File: src/rtl/qam_mod_ctrl.sv
// Symbol-timing and framing controller ahead of the QAM mapper: shadows config,
// generates the baud strobe and slices handshaked bytes MSB-first into symbols.
module qam_mod_ctrl #(
   parameter int BASE_DIV   = 1152,
   parameter int IDLE_TICKS = 4,
   parameter int CNT_W      = 14
) (
   input  logic        clk,
   input  logic        rst,
   input  logic        mod_type,
   input  logic [1:0]  baud_rate,
   input  logic        filter_enable,
   input  logic [15:0] carrier_freq_set,
   input  logic        cfg_load,
   input  logic [7:0]  in_data,
   input  logic        in_valid,
   output logic        in_ready,
   output logic [3:0]  sym_data,
   output logic        sym_valid,
   output logic        sym_fill,
   output logic        act_mod_type,
   output logic [1:0]  act_baud,
   output logic        act_filter,
   output logic [15:0] act_freq,
   output logic        busy,
   output logic        cfg_pending
);

   localparam logic [0:0] ST_IDLE = 1'b0;
   localparam logic [0:0] ST_RUN  = 1'b1;

   // Last count value of the divider for a given baud code (9600 baud = code 3).
   function automatic logic [CNT_W-1:0] div_last(input logic [1:0] baud);
      logic [CNT_W-1:0] base;
      base     = CNT_W'(BASE_DIV);
      div_last = (base << (2'd3 - baud)) - CNT_W'(1);
   endfunction

   function automatic logic [3:0] slice_top(input logic [7:0] b, input logic qam16);
      slice_top = qam16 ? b[7:4] : {2'b00, b[7:6]};
   endfunction

   function automatic logic [7:0] shift_up(input logic [7:0] b, input logic qam16);
      shift_up = qam16 ? {b[3:0], 4'h0} : {b[5:0], 2'b00};
   endfunction

   logic [0:0]       state_r, state_nxt;
   logic [CNT_W-1:0] baud_cnt_r, baud_cnt_nxt;
   logic [7:0]       hold_r, hold_nxt, shift_r, shift_nxt;
   logic             hold_valid_r, hold_valid_nxt;
   logic [3:0]       shift_cnt_r, shift_cnt_nxt;
   logic [3:0]       under_cnt_r, under_cnt_nxt;
   logic             in_ready_r, in_ready_nxt;
   logic [3:0]       sym_data_r, sym_data_nxt;
   logic             sym_valid_r, sym_valid_nxt;
   logic             sym_fill_r, sym_fill_nxt;
   logic             busy_r, busy_nxt;
   logic             cfg_pending_r, cfg_pending_nxt;
   logic             act_mod_type_r, act_mod_type_nxt;
   logic [1:0]       act_baud_r, act_baud_nxt;
   logic             act_filter_r, act_filter_nxt;
   logic [15:0]      act_freq_r, act_freq_nxt;
   logic             accept_s, tick_s, load_cfg_s, go_idle_s;
   logic [3:0]       bps_s;

   // Next-state logic for the datapath, framing FSM, config shadow and divider.
   always_comb begin
      state_nxt        = state_r;
      hold_nxt         = hold_r;
      hold_valid_nxt   = hold_valid_r;
      shift_nxt        = shift_r;
      shift_cnt_nxt    = shift_cnt_r;
      under_cnt_nxt    = under_cnt_r;
      cfg_pending_nxt  = cfg_pending_r;
      act_mod_type_nxt = act_mod_type_r;
      act_baud_nxt     = act_baud_r;
      act_filter_nxt   = act_filter_r;
      act_freq_nxt     = act_freq_r;
      sym_data_nxt     = 4'd0;
      sym_fill_nxt     = 1'b0;
      load_cfg_s       = 1'b0;
      go_idle_s        = 1'b0;

      accept_s      = in_valid && in_ready_r;
      tick_s        = (state_r == ST_RUN) && (baud_cnt_r == div_last(act_baud_r));
      bps_s         = act_mod_type_r ? 4'd4 : 4'd2;
      sym_valid_nxt = tick_s;

      if (tick_s) begin
         if (shift_cnt_r != 4'd0) begin
            sym_data_nxt  = slice_top(shift_r, act_mod_type_r);
            shift_nxt     = shift_up(shift_r, act_mod_type_r);
            shift_cnt_nxt = shift_cnt_r - bps_s;
            under_cnt_nxt = 4'd0;
         end else if (hold_valid_r) begin
            sym_data_nxt   = slice_top(hold_r, act_mod_type_r);
            shift_nxt      = shift_up(hold_r, act_mod_type_r);
            shift_cnt_nxt  = 4'd8 - bps_s;
            hold_valid_nxt = 1'b0;
            under_cnt_nxt  = 4'd0;
         end else begin
            sym_fill_nxt  = 1'b1;
            under_cnt_nxt = under_cnt_r + 4'd1;
         end
      end else begin
         under_cnt_nxt = under_cnt_r;
      end

      // in_ready mirrors !hold_valid, so acceptance never races hold consumption.
      if (accept_s) begin
         hold_nxt       = in_data;
         hold_valid_nxt = 1'b1;
      end else begin
         hold_nxt = hold_r;
      end

      case (state_r)
         ST_IDLE: begin
            under_cnt_nxt   = 4'd0;
            cfg_pending_nxt = 1'b0;
            load_cfg_s      = cfg_load;
            if (accept_s) begin
               state_nxt = ST_RUN;
            end else begin
               state_nxt = ST_IDLE;
            end
         end
         ST_RUN: begin
            // A byte landing on the terminating tick keeps the burst alive.
            go_idle_s = tick_s && sym_fill_nxt && !accept_s &&
                        (under_cnt_nxt == 4'(IDLE_TICKS));
            if (go_idle_s) begin
               state_nxt       = ST_IDLE;
               under_cnt_nxt   = 4'd0;
               load_cfg_s      = cfg_pending_r || cfg_load;
               cfg_pending_nxt = 1'b0;
            end else if (cfg_load) begin
               cfg_pending_nxt = 1'b1;
            end else begin
               cfg_pending_nxt = cfg_pending_r;
            end
         end
         default: begin
            state_nxt     = ST_IDLE;
            under_cnt_nxt = 4'd0;
         end
      endcase

      if (load_cfg_s) begin
         act_mod_type_nxt = mod_type;
         act_baud_nxt     = baud_rate;
         act_filter_nxt   = filter_enable;
         act_freq_nxt     = carrier_freq_set;
      end else begin
         act_freq_nxt = act_freq_r;
      end

      in_ready_nxt = !hold_valid_nxt;
      busy_nxt     = (state_nxt == ST_RUN);

      // Parking at div-1 in IDLE makes the first RUN cycle a tick.
      if (state_r != ST_RUN) begin
         baud_cnt_nxt = div_last(act_baud_nxt);
      end else if (tick_s) begin
         baud_cnt_nxt = {CNT_W{1'b0}};
      end else begin
         baud_cnt_nxt = baud_cnt_r + CNT_W'(1);
      end
   end

   // State and output registers with synchronous reset.
   always_ff @(posedge clk) begin
      if (rst) begin
         state_r        <= ST_IDLE;
         baud_cnt_r     <= {CNT_W{1'b0}};
         hold_r         <= 8'd0;
         hold_valid_r   <= 1'b0;
         shift_r        <= 8'd0;
         shift_cnt_r    <= 4'd0;
         under_cnt_r    <= 4'd0;
         in_ready_r     <= 1'b1;
         sym_data_r     <= 4'd0;
         sym_valid_r    <= 1'b0;
         sym_fill_r     <= 1'b0;
         busy_r         <= 1'b0;
         cfg_pending_r  <= 1'b0;
         act_mod_type_r <= 1'b0;
         act_baud_r     <= 2'b11;
         act_filter_r   <= 1'b0;
         act_freq_r     <= 16'd0;
      end else begin
         state_r        <= state_nxt;
         baud_cnt_r     <= baud_cnt_nxt;
         hold_r         <= hold_nxt;
         hold_valid_r   <= hold_valid_nxt;
         shift_r        <= shift_nxt;
         shift_cnt_r    <= shift_cnt_nxt;
         under_cnt_r    <= under_cnt_nxt;
         in_ready_r     <= in_ready_nxt;
         sym_data_r     <= sym_data_nxt;
         sym_valid_r    <= sym_valid_nxt;
         sym_fill_r     <= sym_fill_nxt;
         busy_r         <= busy_nxt;
         cfg_pending_r  <= cfg_pending_nxt;
         act_mod_type_r <= act_mod_type_nxt;
         act_baud_r     <= act_baud_nxt;
         act_filter_r   <= act_filter_nxt;
         act_freq_r     <= act_freq_nxt;
      end
   end

   assign in_ready     = in_ready_r;
   assign sym_data     = sym_data_r;
   assign sym_valid    = sym_valid_r;
   assign sym_fill     = sym_fill_r;
   assign busy         = busy_r;
   assign cfg_pending  = cfg_pending_r;
   assign act_mod_type = act_mod_type_r;
   assign act_baud     = act_baud_r;
   assign act_filter   = act_filter_r;
   assign act_freq     = act_freq_r;

endmodule

File: config.mk
export PLATFORM = sky130hd
export DESIGN_NAME = qam_mod_ctrl
export DESIGN_NICKNAME = d
export VERILOG_FILES = /design/src/rtl/qam_mod_ctrl.sv
export SDC_FILE = /design/constraint.sdc
export NUM_CORES = 1
export LEC_CHECK = 0
export BUFFER_PORTS_ARGS = -buffer_cell sky130_fd_sc_hd__buf_2
export CAP_MARGIN = 20
export CORE_MARGIN = 3
export CORE_UTILIZATION = 50
export CTS_BUF_LIST = sky130_fd_sc_hd__clkbuf_16
export DETAILED_ROUTE_END_ITERATION = 16
export PLACE_DENSITY = 0.73
export SYNTH_ARGS = -nofsm -noshare
export SYNTH_HDL_FRONTEND = slang
export SYNTH_SLANG_ARGS = --single-unit
File: constraint.sdc
create_clock -name clk -period 2.3 [get_ports clk]
set_input_delay 0.115 -clock clk [delete_from_list [all_inputs] [get_ports clk]]
set_output_delay 0.115 -clock clk [all_outputs]
set_load 0.05 [all_outputs]
==> results of run 1 <==
==> cells in the mapped netlist (all sizes together), types with 4 or more instances <==
| master | number | area [um^2] |
|---|---|---|
| buf | 20 | 125 |
| inv | 7 | 26.3 |
| clkbuf | 13 | 48.8 |
| nor4b | 4 | 56.3 |
| nand3 | 13 | 70.1 |
| mux2i | 6 | 60.1 |
| a22oi | 18 | 135 |
| xor2 | 9 | 78.8 |
| a2111oi | 4 | 35.0 |
| nor2b | 6 | 37.5 |
| o21ai | 15 | 75.1 |
| nor2 | 41 | 169 |
| a31oi | 6 | 37.5 |
| nand2 | 37 | 139 |
| a211oi | 5 | 37.5 |
| nor3b | 6 | 45.0 |
| a311oi | 4 | 35.0 |
| nor3 | 10 | 55.1 |
| nand4 | 10 | 62.6 |
| a221o | 18 | 180 |
| xnor2 | 4 | 35.0 |
| o21a | 4 | 30.0 |
| dfxtp | 65 | 1300 |
| a21oi | 32 | 171 |
==> cell families after synthesis <==
logic type / after synthesis
multiplexers: 8
adder cells (fa/ha/maj): 4
buffers and inverters: 40
flip-flops: 65
AND/OR/NAND/NOR: 145
AO/OA/AOI/OAI: 116
XOR/XNOR: 13
==> final cells by class <==
| class | count | area, um^2 |
|---|---|---|
| Clock buffer | 9 | 225 |
| Sequential cell | 65 | 1300 |
| Clock inverter | 6 | 27.5 |
| Inverter | 7 | 26.3 |
| Tap cell | 77 | 96.3 |
| Fill cell | 561 | 2460 |
| Timing Repair Buffer | 75 | 413 |
| Multi-Input combinational cell | 286 | 1870 |
==> state kept, by name, summed over array words and instances, names as in the netlist <==
register	count
sym_fill	1
act_freq	16
hold_r	8
sym_data	4
shift_r	6
act_mod_type	1
act_baud	2
in_ready	1
baud_cnt_r	14
under_cnt_r	4
shift_cnt_r	3
sym_valid	1
act_filter	1
hold_valid_r	1
cfg_pending	1
busy	1
==> per-stage QoR <==
stage | setup WS [ps] | hold slack (ps) | cells | total power, mW | instance area [um^2]
2_1_floorplan | 37.2 | 251 | 391 | 1.61 | 3360
3_3_place_gp | 228 | 350 | 510 | 1.73 | 3700
3_5_place_dp | 104 | 357 | 510 | 1.74 | 3700
4_1_cts | 73.5 | 18.5 | 525 | 2.91 | 3960
5_1_grt | 26.5 | 27.6 | 525 | 3.02 | 3970
6_report | 216 | 26.2 | 525 | 2.90 | 3970
==> repair_timing <==
| item | 4_1_cts | 5_1_grt |
|---|---|---|
| gates resized for setup | 0 | 1 |
| hold buffers | 0 | 0 |
| endpoints found under the setup margin | 0 | 5 |
==> worst max-delay path by stage <==
| stage | start | to | slack (ps) | depth (start not counted) |
|---|---|---|---|---|
| 2_1_floorplan | act_mod_type | shift_cnt_r[3] | 40 | 8 |
| 3_5_place_dp | act_baud[0] | baud_cnt_r[10] | 100 | 6 |
| 3_3_place_gp | act_baud[0] | baud_cnt_r[11] | 230 | 6 |
| 5_1_grt | act_baud[0] | baud_cnt_r[10] | 30 | 6 |
| 6_report | act_baud[0] | baud_cnt_r[11] | 220 | 6 |
| 4_1_cts | act_baud[0] | baud_cnt_r[10] | 70 | 6 |
==> critical path: stages, from the launching register on <==
cell and delay (ps):
sky130_fd_sc_hd__dfxtp_1 520, sky130_fd_sc_hd__and4bb_1 230, sky130_fd_sc_hd__o21a_1 250, sky130_fd_sc_hd__o211ai_4 410, sky130_fd_sc_hd__buf_4 260, sky130_fd_sc_hd__nand2_1 60, sky130_fd_sc_hd__a211oi_1 250
==> layer usage <==
metal  track usage [%]  share of wire [%]  vias to the layer above
met3              4.52                5.4                       12
li1                  -                  -                     1561
met4              9.07                1.9                        0
met5                 0                  0                        -
met2              35.2                 47                      102
met1              30.1                 46                     1467
==> report_power, final <==
group | switching (mW) | total, mW | internal, mW
combinational | 0.299 | 0.462 | 0.163
sequential | 0.0719 | 1.26 | 1.19
clock | 0.475 | 1.18 | 0.704
total | 0.847 | 2.90 | 2.05
==> reports/metrics.csv, run 1 <==
stage;metric;value;unit
grt;grt_usage;22.4;%
worst_setup_path;critPathCaptureType;flop;
grt;first_global_vias;2905;
sta;final-hold-violation-count;0;
worst_setup_path;crit_path_start_kind;flop;
route;detailroute.via_count;3142;
hold_path;worstHoldPathType;in -> reg;
synth;post_synth.cell_area_avg;8.60;um^2
floorplanning;initial_utilization;52.4;%
synth;yosys.area_share.adder;1.71;%
clock_network;total_cts_buffers;9;
hold_path;hold-path-endpoint;act_mod_type;
worst_setup_path;critical_path.reg2reg.startpoint;act_baud[0];
sta;finalSetupViolations;0;
worst_setup_path;worst_ep_required_time;2530;ps
route;avgRoutedWirePerCell;15.6;um
synth;async_flop_share;0;%
synth;yosys_warnings;0;
clock_network;worst_setup_hold_path_clk_slew;50;ps
worst_setup_path;arrival_time_reported_for_the_critical_path_endpoint;2320;ps
route;drt_wl_total;8.21;mm
worst_setup_path;ff2ff_setup_slack;220;ps
synth;synth.ff_latch_count;65;
place;io_buffers;60;
layout;fin_nets;480;
synth;basic_gate_share_of_the_synthesized_area_counting_and_or_nand_and_nor_cells;22.9;%
sta;unrepaired_setup_endpoints_after_global_routing;no;
route;route.antenna.remaining_nets;0;
route;drt-vias-per-instance;5.98;
synth;synthesis.nets;427;
synth;synthCells;391;
sta;final.period_utilization;90.6;%
floorplanning;top_level_ports;61;
clock_network;max-clock-path-buffers;2;
synth;number_of_enable_flip_flop_cells_after_synthesis;0;
floorplanning;total_die_area;0.00775;mm^2
hold_path;hold_path_depth;2;
route;detailedRoute.firstIterationViolations;193;
clock_network;cts_max_level;3;
sta;setup_total_negative_slack;0;ps
layout;commonest_non_fill_non_tap_cell_in_the_layout;sky130_fd_sc_hd__dfxtp_1;
grt;grt_start_max_net_pins;34;
place;gp_congestion;0.855;
sta;timing.clock.skew;6.84;ps
worst_setup_path;reg2regPathDepth;6;
clock_network;tritoncts;yes;
clock_network;post_cts.repair.setup_buffers;0;
floorplanning;die_w;88.0;um
pwr;power.density;732;mW/mm^2
sta;max_freq;0.480;GHz
layout;area_overhead_of_the_layout_relative_to_synthesis;17.9;%
floorplanning;floorplan.die.height;88.0;um
floorplanning;rows;29;
synth;synthesis.area;0.00336;mm^2
floorplanning;fp.coreArea;0.00642;mm^2
run;maxCapViolCount;0;
status;outcome;completed;
layout;finish.utilization;61.7;%
grt;wire_length_of_the_first_global_routing_pass;13.9;mm
worst_setup_path;crit_type;reg -> reg;
layout;layout-drive-gt1-share;22.5;%
pwr;max-vdd-ir-drop;0.420;mV
clock_network;clock_sinks;65;
synth;synth.distinct_cells;54;
synth;synth-compound-area-share;24.9;%
synth;synth_seq_area_share;38.7;%
sta;timing_max_transition_violations_final;0;
route;drc;0;
worst_setup_path;critical_path.reg2reg.endpoint;baud_cnt_r[11];
grt;grt.overflow.total;0;
pwr;power_leakage;1.61;nW
sta;max_slew_margin;66.2;%
sta;period_needed;2080;ps
clock_network;clock_tree.root_cell;sky130_fd_sc_hd__clkbuf_16;
synth;synth_ff_type;sky130_fd_sc_hd__dfxtp_1;
clock_network;clkLatencyLatePin;330;ps
synth;synthMuxAreaShare;2.46;%
grt;initial_antenna_violation_count;0;
hold_path;min-delay-start;mod_type;
sta;max_slew.worst_pin.slew;495;ps
synth;combinational_family_with_the_most_area_after_synthesis;compound AO/OA/AOI/OAI gates;
place;detailed_place_hpwl;5.65;mm
route;drt_pre_antenna_iters;4;
layout;layout_common_cells;sky130_fd_sc_hd__dfxtp_1, sky130_fd_sc_hd__buf_2, sky130_fd_sc_hd__nor2_1;
worst_setup_path;crit_fanout;16;
synth;yosys.area_share.xor_xnor;3.39;%
layout;antenna_cells;0;
(Power assumes the default switching activity.)
==> run 2: changes to the inputs <==
--- a/config.mk
+++ b/config.mk
@@ -6,12 +6,12 @@
 export NUM_CORES = 1
 export LEC_CHECK = 0
 export BUFFER_PORTS_ARGS = -buffer_cell sky130_fd_sc_hd__buf_2
-export CAP_MARGIN = 20
+export CAP_MARGIN = 30
 export CORE_MARGIN = 3
 export CORE_UTILIZATION = 50
 export CTS_BUF_LIST = sky130_fd_sc_hd__clkbuf_16
 export DETAILED_ROUTE_END_ITERATION = 16
-export PLACE_DENSITY = 0.73
+export PLACE_DENSITY = 0.83
 export SYNTH_ARGS = -nofsm -noshare
 export SYNTH_HDL_FRONTEND = slang
 export SYNTH_SLANG_ARGS = --single-unit
==> reports/metrics.csv, run 2 (synthesis gave the netlist of run 1 again) <==
stage;metric;value;unit
layout;commonest_non_fill_non_tap_cell_in_the_layout;sky130_fd_sc_hd__dfxtp_1;
worst_setup_path;crit_fanout;16;
hold_path;worstHoldPathType;in -> reg;
sta;finalSetupViolations;0;
layout;multi_input_area;0.00187;mm^2
layout;fin_nets;479;
floorplanning;die_w;88.0;um
layout;area_overhead_of_the_layout_relative_to_synthesis;18.7;%
clock_network;clock_sinks;65;
clock_network;clkLatencyLatePin;340;ps
worst_setup_path;worst_ep_required_time;2550;ps
clock_network;clock_tree.root_cell;sky130_fd_sc_hd__clkbuf_16;
worst_setup_path;arrival_time_reported_for_the_critical_path_endpoint;2330;ps
grt;first_global_vias;2905;
layout;n_fill_cell;552;
clock_network;total_cts_buffers;9;
place;gp_congestion;0.879;
grt;wire_length_of_the_first_global_routing_pass;13.6;mm
route;detailedRoute.firstIterationViolations;188;
layout;antenna_cells;0;
pwr;power.total;3.04;mW
worst_setup_path;crit_type;reg -> reg;
sta;period_needed;2080;ps
layout;final_cell_area;0.00399;mm^2
floorplanning;total_die_area;0.00775;mm^2
worst_setup_path;crit_path_start_kind;flop;
sta;timing.clock.skew;7.04;ps
layout;layout_common_cells;sky130_fd_sc_hd__dfxtp_1, sky130_fd_sc_hd__buf_2, sky130_fd_sc_hd__nor2_1;
layout;largest_register_ffs;16;
route;drt_wl_total;8.15;mm
grt;initial_antenna_violation_count;0;
sta;max_slew.worst_pin.slew;635;ps
sta;final-hold-violation-count;0;
pwr;power_leakage;1.62;nW
route;avgRoutedWirePerCell;15.6;um
route;route.antenna.remaining_nets;0;
clock_network;cts_max_level;3;
place;io_buffers;60;
sta;max_freq;0.481;GHz
pwr;power.density;762;mW/mm^2
sta;timing_max_transition_violations_final;0;
floorplanning;fp.coreArea;0.00642;mm^2
run;maxCapViolCount;0;
sta;max_slew_margin;57.5;%
floorplanning;rows;29;
clock_network;post_cts.repair.setup_buffers;0;
route;drt-vias-per-instance;6.08;
route;drc;0;
layout;layout-drive-gt1-share;23.3;%
worst_setup_path;critPathCaptureType;flop;
sta;timing.hold.ws;12.8;ps
grt;grt_usage;22.0;%
pwr;max-vdd-ir-drop;0.445;mV
clock_network;max-clock-path-buffers;2;
clock_network;worst_setup_hold_path_clk_slew;50;ps
floorplanning;top_level_ports;61;
sta;unrepaired_setup_endpoints_after_global_routing;no;
grt;grt_start_max_net_pins;40;
sta;final.period_utilization;90.3;%
route;drt_pre_antenna_iters;4;
place;placedInstanceArea;0.00370;mm^2
sta;setup_total_negative_slack;0;ps
clock_network;tritoncts;yes;
place;detailed_place_hpwl;5.53;mm
status;outcome;completed;
grt;grt.overflow.total;0;
floorplanning;floorplan.die.height;88.0;um
floorplanning;initial_utilization;52.4;%
layout;layout.area.seq;0.00130;mm^2
route;detailroute.via_count;3186;
-- run 2: changes by cell type in the layout (fill, tap and decap cells not counted) --
cell	change
sky130_fd_sc_hd__bufinv_16	+1
sky130_fd_sc_hd__clkinv_2	+2
sky130_fd_sc_hd__buf_6	+1
sky130_fd_sc_hd__buf_4	-2
sky130_fd_sc_hd__clkinvlp_4	+1
sky130_fd_sc_hd__inv_1	-1
sky130_fd_sc_hd__clkinv_1	-3
-- run 2: metrics by stage --
step / cells / util, % / worst slack, ps
finish: 524 / 62.2 / 222
global route: 524 / 62.2 / 82.7
CTS: 524 / 62.0 / 120
detailed placement: 509 / 57.6 / 115
global placement: 508 / 57.4 / 161
floorplan: 391 / - / 37.2
-- run 2: power by group --
| group | internal [mW] | leakage (nW) | switching [mW] |
|---|---|---|---|
| clock | 0.825 | 0.137 | 0.499 |
| sequential | 1.19 | 0.533 | 0.0742 |
| combinational | 0.162 | 0.949 | 0.296 |
-- run 2: area by class of cell --
class / instances / share of cell area [%]
Multi-Input combinational cell: 286 / 46.9
Sequential cell: 65 / 32.6
Timing Repair Buffer: 74 / 10.2
Clock buffer: 9 / 5.64
Tap cell: 77 / 2.41
Clock inverter: 6 / 1.50
Inverter: 7 / 0.658
-- run 2: what timing repair did --
action / in CTS / in global routing
hold endpoints to repair: 0 / 0
hold buffers: 0 / 0
setup endpoints to repair: 0 / 4
resized for setup: 0 / 1
-- run 2: path summary, 6_finish.rpt --
path          startpoint  slack [ps]             end  cells past startpoint
max          act_baud[0]         220  baud_cnt_r[10]                      6
min           in_data[4]          10       hold_r[4]                      3
max reg2reg  act_baud[0]         220  baud_cnt_r[10]                      6
min reg2reg    hold_r[2]         460       hold_r[2]                      2
-- run 2: layer usage --
layer  global-route usage [%]  share of wire [%]
met5                        0                  0
met4                     11.5                2.2
met3                     3.95                6.1
met2                     34.2                 47
met1                     29.0                 44
-- run 2: worst max-delay path, cell delays in order (launching register included) --
cell and delay, ps:
sky130_fd_sc_hd__dfxtp_1 530, sky130_fd_sc_hd__and4bb_1 230, sky130_fd_sc_hd__o21a_1 250, sky130_fd_sc_hd__o211ai_4 410, sky130_fd_sc_hd__buf_4 270, sky130_fd_sc_hd__nand2_1 70, sky130_fd_sc_hd__a211oi_1 220
